===== src/rtl/cpu_pkg.sv =====
// Shared types and constants for the operand-fetch stage: widths, pointer/data types
// and the fixed constant table addressed by a pointer's low bits.
package cpu_pkg;

    localparam int DW   = 8;
    localparam int PW   = 5;
    localparam int NREG = 16;
    localparam int AW   = $clog2(NREG);

    typedef logic [DW-1:0] data_t;
    typedef logic [PW-1:0] optr_t;

    function automatic data_t const_lookup(input logic [AW-1:0] idx);
        case (idx)
            4'd0:    return 8'd127;
            4'd1:    return 8'd1;
            4'd2:    return 8'd2;
            4'd3:    return 8'd128;
            4'd4:    return 8'd8;
            4'd5:    return 8'd3;
            4'd6:    return 8'd4;
            4'd7:    return 8'd5;
            4'd8:    return 8'd32;
            4'd9:    return 8'd6;
            4'd10:   return 8'd15;
            4'd11:   return 8'd64;
            4'd12:   return 8'd7;
            4'd13:   return 8'd255;
            4'd14:   return 8'd19;
            default: return 8'd20;
        endcase
    endfunction

endpackage


===== src/rtl/operand_regfile.sv =====
// 16-entry register file: one synchronous write port, two asynchronous read ports,
// cleared to zero by the asynchronous reset.
module operand_regfile
    import cpu_pkg::*;
(
    input  logic          clk,
    input  logic          rst_n,
    input  logic          wr_en,
    input  logic [AW-1:0] wr_addr,
    input  logic [DW-1:0] wr_data,
    input  logic [AW-1:0] rd_addr_a,
    input  logic [AW-1:0] rd_addr_b,
    output logic [DW-1:0] rd_data_a,
    output logic [DW-1:0] rd_data_b
);

    data_t regs_reg [NREG];

    always_ff @(posedge clk or negedge rst_n) begin
        if (!rst_n) begin
            for (int i = 0; i < NREG; i++) begin
                regs_reg[i] <= '0;
            end
        end else if (wr_en) begin
            regs_reg[wr_addr] <= wr_data;
        end
    end

    assign rd_data_a = regs_reg[rd_addr_a];
    assign rd_data_b = regs_reg[rd_addr_b];

endmodule


===== src/rtl/operand_fetch.sv =====
// Operand-fetch stage: resolves two pointers to register or constant operands and
// holds them in a single valid/ready pipeline register toward execute.
module operand_fetch
    import cpu_pkg::*;
(
    input  logic          clk,
    input  logic          rst_n,
    input  logic          in_valid,
    output logic          in_ready,
    input  logic [PW-1:0] ptr_a,
    input  logic [PW-1:0] ptr_b,
    input  logic          flush,
    input  logic          wr_en,
    input  logic [AW-1:0] wr_addr,
    input  logic [DW-1:0] wr_data,
    output logic          out_valid,
    input  logic          out_ready,
    output logic [DW-1:0] op_a,
    output logic [DW-1:0] op_b,
    output logic          a_const,
    output logic          b_const
);

    logic  out_valid_reg;
    logic  accept;
    data_t rd_a;
    data_t rd_b;

    operand_regfile u_regfile (
        .clk       (clk),
        .rst_n     (rst_n),
        .wr_en     (wr_en),
        .wr_addr   (wr_addr),
        .wr_data   (wr_data),
        .rd_addr_a (ptr_a[AW-1:0]),
        .rd_addr_b (ptr_b[AW-1:0]),
        .rd_data_a (rd_a),
        .rd_data_b (rd_b)
    );

    // Gated by rst_n so decode sees no acceptance while the stage is held in reset.
    assign in_ready = rst_n && (!out_valid_reg || out_ready);
    assign accept   = in_valid && in_ready && !flush;

    always_ff @(posedge clk or negedge rst_n) begin
        if (!rst_n) begin
            out_valid_reg <= 1'b0;
        end else if (flush) begin
            out_valid_reg <= 1'b0;
        end else if (accept) begin
            out_valid_reg <= 1'b1;
        end else if (out_ready) begin
            out_valid_reg <= 1'b0;
        end
    end

    for (genvar gi = 0; gi < 2; gi++) begin : g_opnd
        optr_t ptr;
        data_t rd;
        data_t res_next;
        data_t op_reg;
        optr_t ptr_reg;

        assign ptr = (gi == 0) ? ptr_a : ptr_b;
        assign rd  = (gi == 0) ? rd_a  : rd_b;

        // Same-cycle writeback wins over the stale register value.
        always_comb begin
            res_next = rd;
            if (ptr[PW-1]) begin
                res_next = const_lookup(ptr[AW-1:0]);
            end else if (wr_en && (wr_addr == ptr[AW-1:0])) begin
                res_next = wr_data;
            end
        end

        // The held pointer's top bit doubles as the const flag.
        always_ff @(posedge clk or negedge rst_n) begin
            if (!rst_n) begin
                op_reg  <= '0;
                ptr_reg <= '0;
            end else if (!flush) begin
                if (accept) begin
                    op_reg  <= res_next;
                    ptr_reg <= ptr;
                end else if (out_valid_reg && !out_ready && wr_en && !ptr_reg[PW-1]
                             && (wr_addr == ptr_reg[AW-1:0])) begin
                    op_reg <= wr_data;
                end
            end
        end
    end

    assign out_valid = out_valid_reg;
    assign op_a      = g_opnd[0].op_reg;
    assign op_b      = g_opnd[1].op_reg;
    assign a_const   = g_opnd[0].ptr_reg[PW-1];
    assign b_const   = g_opnd[1].ptr_reg[PW-1];

endmodule


===== config.mk =====
export PLATFORM = sky130hd
export DESIGN_NAME = operand_fetch
export DESIGN_NICKNAME = d
export VERILOG_FILES = /design/src/rtl/cpu_pkg.sv /design/src/rtl/operand_regfile.sv /design/src/rtl/operand_fetch.sv
export SDC_FILE = /design/constraint.sdc
export NUM_CORES = 1
export LEC_CHECK = 0
export BUFFER_PORTS_ARGS = -buffer_cell sky130_fd_sc_hd__buf_2
export CORE_MARGIN = 3
export CORE_UTILIZATION = 25
export CTS_CLUSTER_SIZE = 14
export DETAILED_ROUTE_END_ITERATION = 7
export GPL_TIMING_DRIVEN = 0
export PLACE_DENSITY = 0.36
export SLEW_MARGIN = 0
export SYNTH_ARGS = -nofsm -noshare
export SYNTH_HDL_FRONTEND = slang
export SYNTH_HIERARCHICAL = 1
export SYNTH_SLANG_ARGS = --single-unit

===== constraint.sdc =====
create_clock -name clk -period 4.4 [get_ports clk]
set_input_delay 0 -clock clk [delete_from_list [all_inputs] [get_ports clk]]
set_output_delay 0 -clock clk [all_outputs]
set_load 0.05 [all_outputs]

======== Yosys cells after proc, flatten, opt, wreduce, memory -nomap -nowiden ========
Memory sizes are Yosys's and may differ from the RTL's.
Cells that the tools add are included.
storage, ports and cells
  register bits ........................... 155
  memory bits (read-only) ................. 256
  output and inout port bits .............. 20
  memories kept ........................... 2
cells by class
  order comparisons ....................... 4
  equality and inequality tests ........... 4
  muxes and demuxes ....................... 20
  bitwise logic cells ..................... 4
  reduce and logical (&&, ||, !) cells .... 24
memory list
  memory            depth  bits a word  rd ports  clocked after Yosys merged registers in  wr ports  line           text
  (name not given)  16     8            1         0                                        0         cpu_pkg.sv:14  case (idx)
  (name not given)  16     8            1         0                                        0         cpu_pkg.sv:14
operators by type and width
  cell                                                                           count
  128-bit bitwise mux                                                            1
  8-bit 2-to-1 mux                                                               13
  8-bit binary-select mux with 4-bit select                                      2
  8-bit demux with 4-bit select                                                  1
  4-bit equality test                                                            4
  5-bit greater-or-equal comparator (second input constant)                      3
  4-bit inverter with 5-bit output                                               3
  1-bit logical AND                                                              12
  2-bit AND reduction                                                            3
  1-bit zero test                                                                5
  5-bit by 1-bit less-than comparator with 1-bit output (second input constant)  1
  2-bit nonzero test                                                             2
  1-bit 2-to-1 mux                                                               3
  3-bit nonzero test                                                             1
  1-bit logical OR                                                               1
  1-bit inverter                                                                 1

======== Longest topological paths before layout ========
Gate-level depths: netlist of the first run.
  depth in word-level cells ............... 7
  mapped depth ............................ 9
  depth with buffers taken out ............ 7

======== Cells and area by module ========
Netlist of the first run, hierarchy kept.
modules (own cells, without submodules)
  module           instances  cells an instance  area an instance (um^2)
  operand_regfile  1          435                6851.6
  operand_fetch    1          262                2208.4

======== Worst setup path after synthesis of the first run ========
OpenSTA, ideal clock, no wires.
  path type ............................... reg-to-reg
  start ................................... reg out_valid_reg, in the netlist out_valid
  end ..................................... reg g_opnd[0].op_reg[7], in the netlist op_a[7]
  library setup time ...................... 129 ps
  arrival ................................. 1954 ps
  data required time ...................... 4271 ps
  path slack .............................. 2317 ps
  stages on the path, launching flop included .. 6
  period minus slack after synthesis ...... 2083 ps
  cells stage by stage .................... dfrtp_1 nand2b_1 nor3b_1 nand3_2 and3_1 a2111o_1
between the ends
  cells in the longest elaborated chain, start to end .. 7
  elaborated cells between the ends (all ways) .. 12
  those cells by class .................... 1 x mux; 11 x reduce/logical
ends and longest elaborated chain
  item                                  line                 text
  from (decl)                           operand_fetch.sv:24  logic out_valid_reg;
  from (signal assigned)                operand_fetch.sv:47  out_valid_reg <= 1'b0;
  from (signal assigned)                operand_fetch.sv:49  out_valid_reg <= 1'b0;
  from (signal assigned)                operand_fetch.sv:51  out_valid_reg <= 1'b1;
  1-bit zero test                       operand_fetch.sv:42  assign in_ready = rst_n && (!out_valid_reg || out_ready);
  1-bit logical OR                      operand_fetch.sv:42
  1-bit logical AND                     operand_fetch.sv:42
  1-bit logical AND (2 in series)       operand_fetch.sv:43  assign accept = in_valid && in_ready && !flush;
  2-bit nonzero test (no source line)   n/a
  2-bit AND reduction (no source line)  n/a
  to (signal assigned)                  operand_fetch.sv:84  op_reg <= res_next;
  to (signal assigned)                  operand_fetch.sv:88  op_reg <= wr_data;
  to (decl)                             operand_fetch.sv:61  data_t op_reg;
Parallel ways exist; a longest one is shown, timed or not.
A chain may end at the register's enable or synchronous reset.

======== Worst setup path in the final report of the first run ========
  start ................................... in rst_n
  end ..................................... reg out_valid_reg, in the netlist out_valid
between the ends
  cells in the longest elaborated chain, start to end .. 5
  elaborated cells between the ends (all ways) .. 6
  those cells by class .................... 2 x mux; 4 x reduce/logical
ends and longest elaborated chain
  item                                 line                 text
  from (decl)                          operand_fetch.sv:7   input logic rst_n,
  1-bit logical AND (*)                operand_fetch.sv:42
  1-bit logical AND (*) (2 in series)  operand_fetch.sv:43
  1-bit 2-to-1 mux                     operand_fetch.sv:50  end else if (accept) begin
  1-bit 2-to-1 mux                     operand_fetch.sv:48  end else if (flush) begin
Every way passes the cells marked *; elsewhere a longest branch is shown, timed or not.

==> run metrics, run 1 <==
design area=around 0.011 mm^2; Tot GR Track Use=between 10% and 20%; number of synthesized flops with an enable pin=0; Area Growth Syn to Fin=16.52%; RSZ-0062 raised after global routing=false; commonest non-fill, non-tap cell in the layout=dfrtp_1; wire per inst=roughly 25 um; CP cell instances=dlygate4sd3_1, buf_8, buf_16, nand4b_1, clkbuf_1, clkbuf_1, o21ai_0, dlygate4sd3_1; DR pass1 iterations=5; post-cts resize count=0; sequential share of the synthesized area=between 40 and 50%; area fraction of the dominant cell type after synthesis=a little over two fifths; diode insertion count for antenna repair=0; largest stage delay on the critical path=about 560 ps; Fin Clk Skew=between 10 and 15 ps; number of buffers added on ports=46; pwr/cell area=between 400 and 500 mW/mm^2; worst-case clock buffer depth=2; post-synthesis async set-or-reset flop share=100.0%; post-synthesis cell area=a little over 0.009 mm^2; # DRC=0; crit path max fanout=a little over 80; Hold Path Class=in2reg; Post-CTS Setup Bufs=0; num rows=between 60 and 70; Clock Tree Root=clkbuf_16; H-tree depth=4; WP buf/inv=6; core box area=between 0.03 and 0.04 mm^2; max reg flops=between 100 and 150; syn_area_per_cell=between 10 and 15 um^2; crit-path leading delay family=buffers and inverters; Final Setup Violations=0; worst rel slew slack=around 16%; CTS tree=yes; die width=approximately 200 um; Worst Tran Pin Value=roughly 1300 ps; Pins Over Slew Limit=0; Max Clk Rate=roughly 340 MHz; 1st-iter DRT viols=between 400 and 500; via count=6330; Post-DP Area=between 0.009 and 0.01 mm^2; proportion of layout cells with a drive suffix above 1=between 30% and 40%; GPL Wtd Cong=between 0.7 and 0.8; CTS buffer count=17; CP Launch Type=primary input; largest net degree at the start of global routing=just over 80; CTS Sinks=155; Post-Synth Adder-Cell Area=roughly 1.7%; cell count after synthesis=697; die span in y=between 150 and 200 um; syn nets=roughly 740; vias in the first global route=6746; leakage=~4.4 nW; most frequent cells in the layout=155 x dfrtp_1, 124 x mux2_2, 64 x mux4_2; final total power=roughly 4.8 mW; grt ovf=0; clk_lat worst skew=430 ps; antenna violations before repair=0; Synth Area in Compound Gates=under 10%; #FFs+latches synth=roughly 160; largest cells by area after synthesis=dfrtp_1 43%, mux4_2 16%, mux2_2 15%; post-synth top area cell=dfrtp_1; Fin. Hold Viols=0; Crit path arrival time=3310 ps; Final Routed Wirelength=~31000 um; Slowest-stage cell, CP=dlygate4sd3_1; largest family of logic cells by synthesized area=multiplexers; Warnings, synthesis=6; max-cap violations=0; Peak VDD IR=about 0.27 mV; CP Class=in2reg; HPWL Detailed=21370 um; Crit. End Element=register; xor/xnor share of the synthesized area=around 1.5%; clock-pin slew on the worst setup and hold paths=70 ps; most used flip-flop cell after synthesis=dfrtp_1; first-pass GRT wire length=around 45000 um; # IOs=48; Unique masters post-synth=between 60 and 70; fin crit share=66.82%; critical path required time=4770 ps; antenna viol nets, final=0; Nets=around 800; post-synthesis mux area share=34.80%; status=complete, no violations; Vias/cell=~5; initial core utilization=between 20% and 30%; minimum clock period=a little under 3000 ps; die footprint=about 0.039 mm^2; Synth Area in Simple Gates=8.852%
-- repair_timing --
item	CTS	global route
endpoints found under the setup margin	0	0
endpoints found under the hold margin	78	0
hold buffers	4	0
-- power breakdown --
| group | internal, mW | switching [mW] |
|---|---|---|
| Sequential | 1.75 | 0.230 |
| Clock | 0.962 | 0.614 |
| Combinational | 0.623 | 0.624 |
-- cells in the mapped netlist, types with 2 or more instances --
master,instances
nor2_1,22
a21o_1,4
nand2_1,54
and3_1,3
a21oi_1,10
nor3_4,3
o211ai_1,6
o21ai_0,17
buf_4,2
clkbuf_1,29
o221ai_1,4
mux4_2,64
dfrtp_1,155
nand2b_4,2
nor3_1,3
or3_1,2
nor3_2,3
nor2_2,6
mux2_4,9
a22oi_1,33
nand3b_1,5
xor2_1,14
inv_1,10
mux2i_1,18
and2_1,7
ha_1,12
a31oi_1,3
xnor2_1,2
o2111ai_1,2
mux2_2,124
or2_2,2
nand2b_1,8
o2bb2ai_1,2
nand3_1,10
nor2b_1,4
buf_6,4
buf_1,5
buf_2,11
-- cell type report --
| cell class | count | area [um^2] |
|---|---|---|
| clock inverters | 10 | 165.2 |
| multi-input cells | 480 | 4887 |
| plain buffers | 52 | 256.5 |
| inverters | 10 | 37.54 |
| well taps | 461 | 576.8 |
| fillers | 3629 | 25100 |
| repair buffers | 51 | 307.8 |
| flip-flops and latches | 155 | 3879 |
| clock buffers | 20 | 446.7 |
-- final timing paths --
path	from	end	slack, ps	depth (start not counted)
max reg2reg	out_valid$_DFFE_PN0P_	out_valid$_DFFE_PN0P_	1870	6
min reg2reg	g_opnd[0].ptr_reg[2]$_DFFE_PN0P_	g_opnd[0].ptr_reg[2]$_DFFE_PN0P_	490	2
max in group asynchronous	rst_n	u_regfile/regs_reg[41]$_DFFE_PN0P_	3410	3
min in group asynchronous	rst_n	u_regfile/regs_reg[127]$_DFFE_PN0P_	150	2
max	rst_n	out_valid$_DFFE_PN0P_	1460	8
min	wr_data[2]	op_b[2]$_DFFE_PN0P_	20	3
-- layer usage --
metal  track usage (%)  wire, um  vias to the layer above
met3             2.496      1048                       30
li1                  -         -                     2778
met4             3.961       578                        0
met1             21.81     14000                     3346
met5                 0         0                        -
met2             27.16     14960                      176
-- worst min-delay path, stage by stage --
cell	delay, ps
buf_2	190
nand3b_1	120
a32oi_1	90
-- through the flow --
| stage | std cells | util (%) | TNS [ps] | hold WS (ps) | worst slack (ps) |
|---|---|---|---|---|---|
| after floorplan | 697 | - | 0 | -295.6 | 2317 |
| after global placement | 1204 | 27.67 | -14140 | 225.9 | -746.5 |
| after detailed placement | 1205 | 27.78 | 0 | 47.46 | 1671 |
| after CTS | 1239 | 29.61 | 0 | 8.026 | 1336 |
| after global routing | 1239 | 29.61 | 0 | 23.73 | 1121 |
| final | 1239 | 29.61 | 0 | 18.72 | 1460 |
-- cells by family (layout without fill, tap and decap cells) --
| group | after synthesis | in the layout |
|---|---|---|
| buffers and inverters | 62 | 143 |
| AND/OR/NAND/NOR | 145 | 145 |
| XOR/XNOR | 16 | 16 |
| adder cells (fa/ha/maj) | 12 | 12 |
| AO/OA/AOI/OAI | 92 | 92 |
| multiplexers | 215 | 215 |
| flip-flops | 155 | 155 |
No activity file was read; power rests on OpenSTA's default activity.
==> run 2: changes to the inputs <==
ABC_AREA = 1   (was not set)
clock period = 3 ns   (was 4.4 ns; I/O delays follow)
==> run metrics, run 2 <==
Highest Signal Layer=met4 (unchanged); internal power consumption=4.299 mW (was 3.336 mW); largest cells by area after synthesis=dfrtp_1 39%, nand2_1 19%, nand3_1 13% (was dfrtp_1 43%, mux4_2 16%, mux2_2 15%); die footprint=0.04196 mm^2 (was 0.03856 mm^2); WP buf/inv=5 (was 6); cell repeated most along the worst path=nand3_1; Fin Clk Skew=10.09 ps (was 10.07 ps); Tot GR Track Use=21.71% (was 16.08%); diode insertion count for antenna repair=0 (unchanged); R2R setup slack=1180 ps (was 1870 ps); max reg flops=128 (unchanged); Clock Tree Root=clkbuf_16 (unchanged); NetSw=2.702 mW (was 1.467 mW); Fin. Hold Viols=0 (unchanged); Vias/cell=4.856 (was 5.109); CP Class=in2reg (unchanged); # DRC=0 (unchanged); sequential share of the synthesized area=39.25% (was 42.81%); Final Setup Violations=0 (unchanged); number of buffers added on ports=45 (was 46); r2r startpoint=out_valid$_DFFE_PN0P_ (unchanged); Peak VDD IR=0.3741 mV (was 0.2677 mV); clock-pin slew on the worst setup and hold paths=70 ps (about the same); worst r2r path cells=5 (was 6); syn_area_per_cell=6.765 um^2 (was 13.00 um^2); crit path max fanout=10 (was 82); top post-synthesis cells by count=491 x nand2_1, 259 x nand3_1, 157 x o21ai_0, 155 x dfrtp_1, 152 x inv_1 (was 155 x dfrtp_1, 124 x mux2_2, 64 x mux4_2, 54 x nand2_1, 33 x a22oi_1); first-pass GRT wire length=66680 um (was 45370 um); Final Non-Filler Cells=2076 (was 1239); Hold Startpoint=ptr_b[0] (was wr_data[2]); Clk pwr share=31.6% (was 32.8%); most frequent cells in the layout=491 x nand2_1, 259 x nand3_1, 157 x o21ai_0 (was 155 x dfrtp_1, 124 x mux2_2, 64 x mux4_2); vias in the first global route=9791 (was 6746); most used flip-flop cell after synthesis=dfrtp_1 (unchanged); M1 WL=21180 um (was 14000 um); largest net degree at the start of global routing=85 (was 83); post-synth top area cell=dfrtp_1 (unchanged); Min-Delay Endpoint=g_opnd[1].ptr_reg[0]$_DFFE_PN0P_ (was op_b[2]$_DFFE_PN0P_); RSZ-0062 raised after global routing=false (unchanged); Unique masters post-synth=34 (was 61); Synth Area in Compound Gates=10.76% (was 7.085%); # IOs=48 (unchanged); met3 WL post-DR=2158 um (was 1048 um); hold depth=3 (unchanged); H-tree depth=4 (unchanged); largest family of logic cells by synthesized area=simple AND/OR/NAND/NOR gates (was multiplexers); number of synthesized flops with an enable pin=0 (unchanged); largest stage delay on the critical path=530 ps (was 560 ps); DR pass1 iterations=5 (unchanged); antenna viol nets, final=0 (unchanged); via count=10080 (was 6330); area fraction of the dominant cell type after synthesis=39.25% (was 42.81%); critical path required time=3380 ps (was 4770 ps); 1st-iter DRT viols=824 (was 410); Warnings, synthesis=6 (unchanged); Crit. End Element=register (unchanged); crit-path leading delay family=buffers and inverters (unchanged); Area Growth Syn to Fin=17.05% (was 16.52%); clk_lat worst skew=450 ps (was 430 ps); die width=204.8 um (was 196.4 um); max-cap violations=0 (unchanged); minimum clock period=approximately 2500 ps; core box area=0.03883 mm^2 (was 0.03566 mm^2); most frequent cell after synthesis=nand2_1 (was dfrtp_1); wire per inst=21.66 um (was 24.69 um); placed insts=2025 (was 1205); CP Launch Type=primary input (unchanged); status=complete, no violations (unchanged); num rows=72 (was 69); Final Routed Wirelength=44970 um (was 30590 um); Slowest-stage cell, CP=dlygate4sd3_1 (unchanged); Nets=1585 (was 807); initial core utilization=25.45% (was 25.41%); Synth Area in Simple Gates=37.59% (was 8.852%); Crit path arrival time=2850 ps (was 3310 ps); proportion of layout cells with a drive suffix above 1=10.91% (was 39.97%); final setup margin=533.7 ps (was 1460 ps); pre-CTS WS=679.3 ps (was 1671 ps); leakage=5.658 nW (was 4.428 nW); xor/xnor share of the synthesized area=0.1772% (was 1.547%); wire length on met2=20120 um (was 14960 um); grt ovf=0 (unchanged); post-synthesis async set-or-reset flop share=100.0% (unchanged); Worst Tran Pin Value=1120 ps (was 1251 ps); CTS Sinks=155 (unchanged); Seq pwr share=38.9% (was 41.2%); commonest non-fill, non-tap cell in the layout=nand2_1 (was dfrtp_1); pwr/cell area=605.2 mW/mm^2 (was 455.0 mW/mm^2); Combinational Power Share=29.4% (was 26.0%); CTS tree=yes (unchanged); post-cts resize count=0 (unchanged); cell count after synthesis=1461 (was 697); CTS buffer count=17 (unchanged); worst-case clock buffer depth=2 (unchanged); CP cell instances=dlygate4sd3_1, buf_2, clkbuf_1, inv_1, clkbuf_1, nand3_1, nand3_1, nand3_1, nand2_1, nand2_1, nand3_1, nand2_1, a21oi_2 (was dlygate4sd3_1, buf_8, buf_16, nand4b_1, clkbuf_1, clkbuf_1, o21ai_0, dlygate4sd3_1); HPWL Detailed=33490 um (was 21370 um); post-synthesis mux area share=0% (was 34.80%); final setup TNS=0 ps (unchanged); Hold Path Class=in2reg (unchanged); Post-Synth Adder-Cell Area=1.519% (was 1.657%); die span in y=204.8 um (was 196.4 um); GPL Wtd Cong=0.9632 (was 0.7682); Max Clk Rate=around 400 MHz; syn nets=1501 (was 737); #FFs+latches synth=155 (unchanged); fin crit share=just over 80%; worst rel slew slack=25.31% (was 16.17%); post-synthesis cell area=0.009883 mm^2 (was 0.009060 mm^2); sw frac=38.60% (was 30.54%); Pins Over Slew Limit=0 (unchanged); worst reg2reg endpoint=out_valid$_DFFE_PN0P_ (unchanged); antenna violations before repair=0 (unchanged)
## run 2: cell count changes in the layout (fill, tap and decap cells not counted), moves of 21 or more
cell     change
o21ai_0    +140
nand2_1    +437
mux4_2      -64
a22oi_1     -33
mux2_2     -124
inv_1      +142
nor2_1      +21
nand3_1    +249
## run 2: timing repair
item	4_1_cts	5_1_grt
setup buffers	0	0
hold endpoints to repair	120	0
hold buffers	19	0
## run 2: power by group through the flow
stage / Combinational, mW / Clock, mW / Sequential (mW)
floorplan: 1.14 / 0 / 2.88
global placement: 2.02 / 0 / 2.75
detailed placement: 2.02 / 0 / 2.76
CTS: 2.05 / 2.29 / 2.73
global route: 2.29 / 2.37 / 2.78
finish: 2.06 / 2.22 / 2.72
## run 2: worst max path at each step
stage | startpoint | endpoint | slack [ps] | depth (start not counted)
floorplan | out_valid$_DFFE_PN0P_ | in_ready | 1210 | 1
global placement | rst_n | op_a[5]$_DFFE_PN0P_ | -1330 | 8
detailed placement | ptr_a[0] | op_a[4]$_DFFE_PN0P_ | 680 | 12
CTS | ptr_b[1] | op_b[4]$_DFFE_PN0P_ | 640 | 13
global route | ptr_b[1] | op_b[4]$_DFFE_PN0P_ | 450 | 13
finish | ptr_b[1] | op_b[5]$_DFFE_PN0P_ | 530 | 13
## run 2: final cells by class
cell class	instances	area (um^2)
Fill cell	4317	27260
Multi-Input combinational cell	1050	4946
Sequential cell	155	3879
Inverter	174	658.1
Tap cell	518	648.1
Clock buffer	19	452.9
Timing Repair Buffer	65	452.9
Buffer	82	400.4
Clock inverter	13	131.4
## run 2: stage by stage
step	area [um^2]	util, %	hold slack, ps	total power, mW
finish	11570	29.80	40.70	7.001
global route	11570	29.80	56.70	7.444
CTS	11570	29.80	15.49	7.070
detailed placement	10790	27.80	18.38	4.786
global placement	10760	27.70	267.9	4.769
floorplan	9883	-	-295.6	4.014
## run 2: kinds of logic after synthesis
family / count (synthesis)
compound gates: 197
simple gates: 839
xor+xnor: 2
buf+inv: 256
flops: 155
fa+ha+maj: 12
## run 2: metal layers
layer  vias up  GRT usage (%)
met5         -              0
met4         0          7.938
met3        56          3.019
met2       310          34.54
met1      4857          30.04
li1       4859              -
## run 2: worst min-delay path, stage by stage
cell,delay [ps]
buf_2,180
inv_2,160
o21ai_0,110
